--- config.mk ---
export PLATFORM = sky130hd
export DESIGN_NAME = div_unit
export DESIGN_NICKNAME = d
export VERILOG_FILES = /design/src/rtl/div_unit.sv
export SDC_FILE = /design/constraint.sdc
export NUM_CORES = 1
export LEC_CHECK = 0
export CAP_MARGIN = 15
export CORE_MARGIN = 10
export CORE_UTILIZATION = 54
export DETAILED_ROUTE_END_ITERATION = 10
export MAX_ROUTING_LAYER = met4
export PLACE_DENSITY = 0.75
export SLEW_MARGIN = 20
export SYNTH_ARGS = -nofsm -noshare
export SYNTH_HDL_FRONTEND = slang
export SYNTH_SLANG_ARGS = --single-unit
--- constraint.sdc ---
create_clock -name clk -period 13.8 [get_ports clk]
set_input_delay 1.38 -clock clk [delete_from_list [all_inputs] [get_ports clk]]
set_output_delay 1.38 -clock clk [all_outputs]
set_load 0.005 [all_outputs]
--- src/rtl/div_unit.sv ---
// Iterative radix-2 restoring divider for RV32M DIV/DIVU/REM/REMU, one quotient bit per clock.
// Latency: 33 cycles from the accept edge to done; divide-by-zero and signed overflow take 1 cycle.
// Backpressure: busy stalls the pipeline; start is ignored while busy, and flush aborts with no done.
//
// Ports:
//   clk, rst          : clock and synchronous active-high reset
//   start, func3      : launch request and operation select (100 DIV, 101 DIVU, 110 REM, 111 REMU)
//   dividend, divisor : rs1 / rs2 operands, sampled when start is accepted
//   flush             : abort any in-flight operation
//   busy, done        : registered status; done is a one-cycle pulse
//   result            : quotient or remainder, held until the next done
module div_unit #(
  parameter int XLEN = 32
) (
  input  logic            clk,
  input  logic            rst,
  input  logic            start,
  input  logic [2:0]      func3,
  input  logic [XLEN-1:0] dividend,
  input  logic [XLEN-1:0] divisor,
  input  logic            flush,
  output logic            busy,
  output logic            done,
  output logic [XLEN-1:0] result
);

  localparam int CW = $clog2(XLEN);

  typedef enum logic [1:0] {
    S_IDLE,
    S_RUN,
    S_FINISH
  } state_t;

  state_t          state;
  logic [CW-1:0]   cnt;
  logic [2:0]      func3_q;
  logic            a_sgn;     // raw sign bit of the original dividend
  logic            b_sgn;     // raw sign bit of the original divisor
  logic [XLEN-1:0] divr;      // |divisor|
  logic [XLEN-1:0] quo;       // dividend bits shift out the top, quotient bits shift in the bottom
  logic [XLEN:0]   prem;      // 33-bit partial remainder

  // Decode of the incoming request (used only on the accept cycle).
  logic            in_signed;
  logic            in_rem;
  logic [XLEN-1:0] a_abs;
  logic [XLEN-1:0] b_abs;
  logic            div0;
  logic            ovf;

  // Decode of the latched operation.
  logic            q_signed;
  logic            q_rem;
  logic            q_neg;
  logic            r_neg;

  // One restoring iteration.
  logic [XLEN:0]   prem_sh;
  logic [XLEN:0]   diff;
  logic            qbit;
  logic [XLEN:0]   prem_nx;
  logic [XLEN-1:0] quo_nx;
  logic [XLEN-1:0] fin_q;
  logic [XLEN-1:0] fin_r;
  logic [XLEN-1:0] fin_val;

  always_comb begin
    in_signed = func3[2] & ~func3[0];
    in_rem    = func3[2] & func3[1];
    // Negating 0x80000000 yields 0x80000000, which is the correct unsigned magnitude.
    a_abs     = (in_signed && dividend[XLEN-1]) ? -dividend : dividend;
    b_abs     = (in_signed && divisor[XLEN-1])  ? -divisor  : divisor;
    div0      = (divisor == '0);
    ovf       = in_signed && (dividend == {1'b1, {(XLEN-1){1'b0}}}) && (divisor == '1);
  end

  always_comb begin
    q_signed = func3_q[2] & ~func3_q[0];
    q_rem    = func3_q[2] & func3_q[1];
    q_neg    = q_signed & (a_sgn ^ b_sgn);
    r_neg    = q_signed & a_sgn;

    prem_sh  = {prem[XLEN-1:0], quo[XLEN-1]};
    // Bit XLEN of the difference is the borrow: set means the trial subtraction went negative.
    diff     = prem_sh - {1'b0, divr};
    qbit     = ~diff[XLEN];
    prem_nx  = qbit ? diff : prem_sh;
    quo_nx   = {quo[XLEN-2:0], qbit};

    fin_q    = q_neg ? -quo_nx : quo_nx;
    fin_r    = r_neg ? -prem_nx[XLEN-1:0] : prem_nx[XLEN-1:0];
    fin_val  = q_rem ? fin_r : fin_q;
  end

  always_ff @(posedge clk) begin
    if (rst) begin
      state   <= S_IDLE;
      cnt     <= '0;
      func3_q <= '0;
      a_sgn   <= 1'b0;
      b_sgn   <= 1'b0;
      divr    <= '0;
      quo     <= '0;
      prem    <= '0;
      busy    <= 1'b0;
      done    <= 1'b0;
      result  <= '0;
    end else if (flush) begin
      // Abort wins over everything, including a same-cycle start; result is left untouched.
      state <= S_IDLE;
      busy  <= 1'b0;
      done  <= 1'b0;
    end else begin
      case (state)
        S_IDLE: begin
          done <= 1'b0;
          if (start) begin
            func3_q <= func3;
            a_sgn   <= dividend[XLEN-1];
            b_sgn   <= divisor[XLEN-1];
            divr    <= b_abs;
            quo     <= a_abs;
            prem    <= '0;
            cnt     <= CW'(XLEN - 1);
            busy    <= 1'b1;
            if (div0) begin
              // Remainder is the original (signed) dividend, not its magnitude.
              state  <= S_FINISH;
              done   <= 1'b1;
              result <= in_rem ? dividend : '1;
            end else if (ovf) begin
              state  <= S_FINISH;
              done   <= 1'b1;
              result <= in_rem ? '0 : {1'b1, {(XLEN-1){1'b0}}};
            end else begin
              state <= S_RUN;
            end
          end
        end

        S_RUN: begin
          prem <= prem_nx;
          quo  <= quo_nx;
          if (cnt == '0) begin
            // Sign fix-up is folded into the final iteration so result lands on the FINISH entry edge.
            state  <= S_FINISH;
            done   <= 1'b1;
            result <= fin_val;
          end else begin
            cnt <= cnt - 1'b1;
          end
        end

        S_FINISH: begin
          state <= S_IDLE;
          busy  <= 1'b0;
          done  <= 1'b0;
        end

        default: begin
          state <= S_IDLE;
          busy  <= 1'b0;
          done  <= 1'b0;
        end
      endcase
    end
  end

endmodule
==> flow_metrics.py <==
metrics = {
    "setup_path": {
        "crit_arrival_ns": 6.29,
        "rr_worst_depth": 18,
        "endpoint_kind": "flip-flop",
        "crit_fanout": 17,
        "start_kind": "flip-flop",
        "required_ns": 14.10,
        "rrSetupSlack_ns": 7.81,
        "path_class": "flip-flop to flip-flop",
    },
    "routing": {
        "drt_iter0_drc": 1345,
        "ant_nets": 0,
        "drc": 0,
        "dr.pass1.iters": 6,
        "vias": 12930,
        "wl_per_cell_um": 20.75,
        "wl_um": 41210,
        "viasPerCell": 6.510,
    },
    "sta": {
        "rsz0062_at_grt": "no",
        "report.final.slew_viol_count": 0,
        "worst_slew_pin_slew_ns": 1.041,
        "hold_viol_final": 0,
        "slew-limit-headroom": 0.3059,
        "tns_ns": 0,
        "fin_worst_skew_ns": 0.01229,
        "setup-violations-final": 0,
        "fin_crit_ns": 5.987,
        "finalCritPeriodShare": 0.4338,
        "fin_hold_ws_ns": 0.4590,
        "max_freq_mhz": 167.0,
    },
    "final_layout": {
        "multiInputGateArea_um2": 8359,
        "areaGrowthSynthToFinish_pct": 14.36,
        "most-common-layout-cells": "nor2_1 (217), nand2_1 (143), a21oi_1 (142), dfxtp_1 (142), o21ai_0 (128)",
        "fin_nets": 1803,
        "n_fill_cell": 2069,
        "ff_latch_area_um2": 2843,
        "drive_above_1_share": 0.04399,
        "final_common_cell": "nor2_1",
    },
    "clocking": {
        "ctsLongestPathBuffers": 2,
        "cts_resized": 0,
        "cts_hold_buf": 0,
        "insertion_delay_ns": 0.44,
        "post-cts-setup-buffers": 0,
        "cts.sinks": 142,
        "clkTransAtPathRegs_ns": 0.07,
        "clk_root_buffer_cell": "clkbuf_16",
        "cts_tree": "done",
        "cts_buffers": 17,
        "htreeDepth": 4,
    },
    "placement": {
        "portBuffers": 104,
        "dpl.hpwl_um": 30300,
        "finalWeightedCongestion": 0.9536,
    },
    "logic_synthesis": {
        "synth_top_family_by_area": "compound AO/OA/AOI/OAI gates",
        "synthCells": 1662,
        "synth-simple-area-share": 0.2365,
        "yosys_most_used_dff": "dfxtp_1",
        "synth_compound_area_frac": 0.3194,
        "ys_seq_area_frac": 0.2408,
        "netlist_area_um2": 11810,
        "synth_mux_area_frac": 0.01780,
        "synth_fa_ha_area_frac": 0.04302,
        "yosys_warnings": 0,
        "ys_async_sr_fraction": 0,
        "syn_area_per_cell_um2": 7.104,
        "synth_nets": 1773,
        "ys_ff_latch": 142,
        "synth_edf_count": 0,
        "yosysUniqueCellTypes": 75,
        "synth_xor_area_frac": 0.08901,
    },
    "power_and_ir_drop": {
        "p_per_area_nw_per_um2": 90.85,
        "max-vdd-ir-drop_mv": 0.08074,
        "p_leak_nw": 5.096,
    },
    "grt": {
        "grt_pass1_wl_um": 64770,
        "track_usage": 0.2857,
        "antenna_found_initial": 1,
        "overflow": 0,
        "grt_start_max_net_pins": 97,
        "grt_pass1_vias": 11830,
    },
    "floorplan": {
        "die_h_um": 167.9,
        "design.core.area_um2": 21690,
        "start_util": 0.5444,
        "die_x_um": 167.9,
        "dieArea_um2": 28180,
        "num_rows": 54,
        "ioPinCount": 105,
    },
    "run_status": {
        "status": "completed",
    },
    "min_path": {
        "hold_path.class": "flip-flop to flip-flop",
        "worstHoldPathCells": 2,
    },
    "run": {
        "maxCapViolations": 0,
    },
}
[sequential cells by signal, summed over array words and instances, names as in the netlist]
name	flops
done	1
prem	32
a_sgn	1
state	2
divr	32
quo	32
cnt	5
b_sgn	1
result	32
busy	1
func3_q	3
[cell families (layout without fill, tap and decap cells)]
family,count (synthesis),count (layout)
other cells,0,1
fa+ha+maj,40,40
mux,20,20
compound gates,580,580
flops,142,142
xor+xnor,120,120
buf+inv,162,205
simple gates,598,598
[worst max-delay path: stages, from the launching register on]
cell and delay (ns):
dfxtp_1 0.59, ha_1 0.34, o21ai_0 0.17, a2111oi_0 0.56
o41ai_1 0.25, a21oi_1 0.31, o21a_1 0.58, nor2_2 0.11
inv_2 0.28, nor2_1 0.07, a21oi_1 0.23, ha_1 0.29
or4bb_1 0.48, nor4_1 0.19, mux2i_1 0.18, or4_1 0.59
o311a_1 0.31, a211oi_1 0.22, nor3_1 0.07
[layout make-up]
| type | instances | area share |
|---|---|---|
| Inverter | 54 | 0.01501 |
| Antenna cell | 1 | 0.0001853 |
| Clock buffer | 17 | 0.03150 |
| Clock inverter | 15 | 0.01251 |
| Sequential cell | 142 | 0.2105 |
| Tap cell | 280 | 0.02595 |
| Multi-Input combinational cell | 1358 | 0.6191 |
| Timing Repair Buffer | 119 | 0.08525 |
[power by group]
group          switching (W)  internal, W
Combinational       0.000187     0.000110
Clock               0.000226     0.000259
Sequential         0.0000176     0.000427
Total               0.000431     0.000796
[through the flow]
stage	area, µm²	setup slack [ns]	cells	total power [W]	utilization
finish	13500	7.813	1986	0.001227	0.6226
detailed placement	12900	8.019	1953	0.0007411	0.5950
global placement	12900	8.135	1953	0.0007395	0.5947
global route	13500	7.329	1986	0.001273	0.6226
CTS	13500	7.993	1985	0.001220	0.6224
floorplan	11810	8.596	1662	0.0006404	-
[final timing paths]
path,from,to
min reg2reg,func3_q[0],func3_q[0]
min,func3_q[0],func3_q[0]
max reg2reg,prem[5],result[30]
max,prem[5],result[30]
[synth_stat cells, drive strengths merged (23+ instances only)]
master  instances  area [µm²]
a211oi         82       615.6
a21o           25       187.7
a21oi         143       719.4
a22oi          31       232.7
buf            25       117.6
clkbuf         83       311.6
dfxtp         142        2843
ha             39       488.0
inv            53       198.9
nand2         144       540.5
nand3          23       115.1
nor2          218       818.3
nor3           54       270.3
nor4           28       175.2
o21a           26       195.2
o21ai         134       670.6
or3            31       193.9
xnor2          62       543.0
xor2           58       508.0
[layer usage]
| metal | track usage | vias up | part of all wire | wire [µm] |
|---|---|---|---|---|
| met5 | - | - | 0 | 0 |
| met4 | 0.07570 | 0 | 0.023 | 943 |
| met3 | 0.05914 | 91 | 0.089 | 3654 |
| met2 | 0.4395 | 636 | 0.45 | 18690 |
| met1 | 0.3739 | 6040 | 0.43 | 17920 |
| li1 | - | 6162 | - | - |
Power figures use the tool's default switching activity.
==> variant: new RTL, config.mk and constraints unchanged <==
Register the output `result` once more; this adds one clock of latency there. The other outputs are not delayed to match. Comments in the files are not updated.
--- a/src/rtl/div_unit.sv
+++ b/src/rtl/div_unit.sv
@@ -31,6 +31,8 @@
     S_RUN,
     S_FINISH
   } state_t;
+
+  logic [XLEN-1:0] result_s0;
 
   state_t          state;
   logic [CW-1:0]   cnt;
@@ -105,7 +107,7 @@
       prem    <= '0;
       busy    <= 1'b0;
       done    <= 1'b0;
-      result  <= '0;
+      result_s0 <= '0;
     end else if (flush) begin
       // Abort wins over everything, including a same-cycle start; result is left untouched.
       state <= S_IDLE;
@@ -128,11 +130,11 @@
               // Remainder is the original (signed) dividend, not its magnitude.
               state  <= S_FINISH;
               done   <= 1'b1;
-              result <= in_rem ? dividend : '1;
+              result_s0 <= in_rem ? dividend : '1;
             end else if (ovf) begin
               state  <= S_FINISH;
               done   <= 1'b1;
-              result <= in_rem ? '0 : {1'b1, {(XLEN-1){1'b0}}};
+              result_s0 <= in_rem ? '0 : {1'b1, {(XLEN-1){1'b0}}};
             end else begin
               state <= S_RUN;
             end
@@ -146,7 +148,7 @@
             // Sign fix-up is folded into the final iteration so result lands on the FINISH entry edge.
             state  <= S_FINISH;
             done   <= 1'b1;
-            result <= fin_val;
+            result_s0 <= fin_val;
           end else begin
             cnt <= cnt - 1'b1;
           end
@@ -167,4 +169,8 @@
     end
   end
 
+  always_ff @(posedge clk) begin
+    result <= result_s0;
+  end
+
 endmodule
Check against the original RTL: not equivalent (Yosys sat finds a counterexample within 4 cycles, from zero or initial values and one cycle with rst high).
==> variant against the original RTL <==
Power is 7.9% higher. Worst setup slack worse by 660 ps. Area after synthesis is 7.0% higher. Cell area is 5.7% higher. Non-clock buffer count is 5 lower. First-iteration DRC count is 20% higher. Utilization is 0.21 points higher. Via count is 2.4% higher. Highest routed layer unchanged. Sequential cell count is 32 higher. Clock skew is 1.1 ps higher. Die area is 6.1% higher. Wire length is 4.2% higher.
==> variant: results (changes against the original RTL) <==
CTS
  – Post-CTS sizing: 0 (unchanged)

Routing
  – Detailed-routed wire length on met3: 4465 um (+22%)
  – Routed len/inst: 20.94 um (+0.94%)
  – M1 WL: 19,070 um (+6.4%)
  – Initial DRC count: 1,608 (+20%)
  – Via Count: 13.24k (+2.4%)
  – First-pass DRT Iterations: 8 (+2)
  – Met2 wire len: 18,460 um (-1.2%)

Logic synthesis
  – Synth cell types: 87 (+16%)
  – Synthesized netlist cell count: 1,698 (+2.2%)
  – Synth area leaders: dfxtp_1 28%, nor2_1 7.3%, a21oi_1 5.8%
  – Register area share after synthesis: 27.58% (+3.5 points)
  – Post-Syn Nets: 1,809 (+2.0%)
  – List of most frequent post-synthesis cells: 244 x nor2_1, 174 x dfxtp_1, 146 x a21oi_1

Global route
  – GRT Resource Usage Total: 28.03% (-0.54 points)
  – Initial antenna violation count: 0 (-1)
  – Vias in the first global route: 11.86k (+0.20%)
  – First-pass GRT wire length: 66,740 um (+3.0%)
  – Pin count of the biggest net entering global routing: 94 (-3.1%)

Finish
  – Number of diodes: 0 (-1)
  – Layout cells sized above 1: 5.354% (+0.96 points)
  – Final Non-Filler Cells: 2,050 (+3.2%)

STA
  – Crit share post-route: 48.20% (+4.8 points)
  – Slew @ Worst Pin: 1014 ps (-26.93 ps)
  – Clk_skew: 13.35 ps (+1.060 ps)

Pwr
  – Static leakage: 5.147 nW (+0.99%)
  – Worst ir drop on vdd: 0.06965 mV (-14%)
  – Switching part of the total: 33.89% (-1.2 points)

Critical path
  – Worst setup startpoint: quo[31]
  – Critical path's slowest cell: o21a_1
  – Slowest Stage Delay on Critical Path: 740 ps (+150 ps)
  – Crit path DAT: 6930 ps (+640 ps)
  – Crit Path Max Fanout: 45 (+28)

Worst hold path
  – Hold path startpoint: result_s0[6]
  – Worst min path class: flop to flop

Placed design
  – DP HPWL: 32,470 um (+7.1%)
  – GPL Wtd Cong: 1.045 (+9.6%)
  – Placed Cells: 2,018 (+3.3%)

Outcome
  – Status: finished, final reports clean
==> variant: cell types whose count changed after synthesis, moves of 13 or more <==
cell | before | now
dfxtp_1 | 142 | 174
nor2_1 | 218 | 244
o21a_1 | 26 | 8
clkbuf_1 | 83 | 66
nand2_1 | 144 | 129
o21ai_0 | 129 | 116
==> variant: cell type report <==
class,instances,area [sq um]
clock buffers,17,425.4
multi-input cells,1361,8498
flip-flops and latches,174,3483
inverters,56,210.2
well taps,313,391.6
clock inverters,15,148.9
fillers,2146,8576
repair buffers,114,1114
==> variant: final timing paths <==
| path | to | slack [ps] | cells after the start |
|---|---|---|---|
| worst max-delay path | result_s0[28] | 7150 | 23 |
| worst min-delay path | result[6] | 350 | 0 |
| worst max register to register | result_s0[28] | 7150 | 23 |
| worst min register to register | result[6] | 350 | 0 |
==> variant: power by group through the flow <==
stage	Sequential, W	Combinational [W]	Clock (W)
after floorplan	0.000546	0.000200	0
after global placement	0.000552	0.000292	0
after detailed placement	0.000553	0.000293	0
after CTS	0.000541	0.000295	0.000482
after global routing	0.000544	0.000329	0.000502
final	0.000542	0.000303	0.000479
==> variant: per-stage QoR <==
stage          instance area [sq um]  setup slack, ps
3_3_place_gp                   13700             7524
6_report                       14270             7148
5_1_grt                        14270             6686
3_5_place_dp                   13700             7423
4_1_cts                        14270             7349
2_1_floorplan                  12630             8919
==> variant: kinds of logic (layout without fill, tap and decap cells) <==
family	Yosys count	in the layout	synth area share [%]
compound gates	567	567	29.94
fa+ha+maj	40	40	4.022
simple gates	623	623	23.78
flops	174	174	27.58
mux	20	20	1.654
xor+xnor	111	111	7.698
buf+inv	163	202	5.330
==> variant: routing by layer <==
layer / global-route usage (%) / vias to the layer above
met5: - / -
met4: 7.294 / 0
met3: 5.358 / 82
met2: 40.74 / 715
met1: 38.94 / 6159
li1: - / 6282
==> variant: worst reg2reg max path: stages, from the launching register on <==
cell and delay, ps:
dfxtp_1 390, inv_1 60, ha_1 200, fa_1 420
nor2b_1 190, o31a_1 400, o21ai_2 190, a211oi_2 330
o21a_1 740, nor2_2 80, buf_4 290, inv_2 610
o21ai_0 280, inv_1 110, ha_1 230, nand2_1 80
a221oi_1 230, nand3_1 180, nor3_1 300, a32oi_1 240
or3_1 450, o31ai_2 220, mux2i_1 220, a211oi_1 60
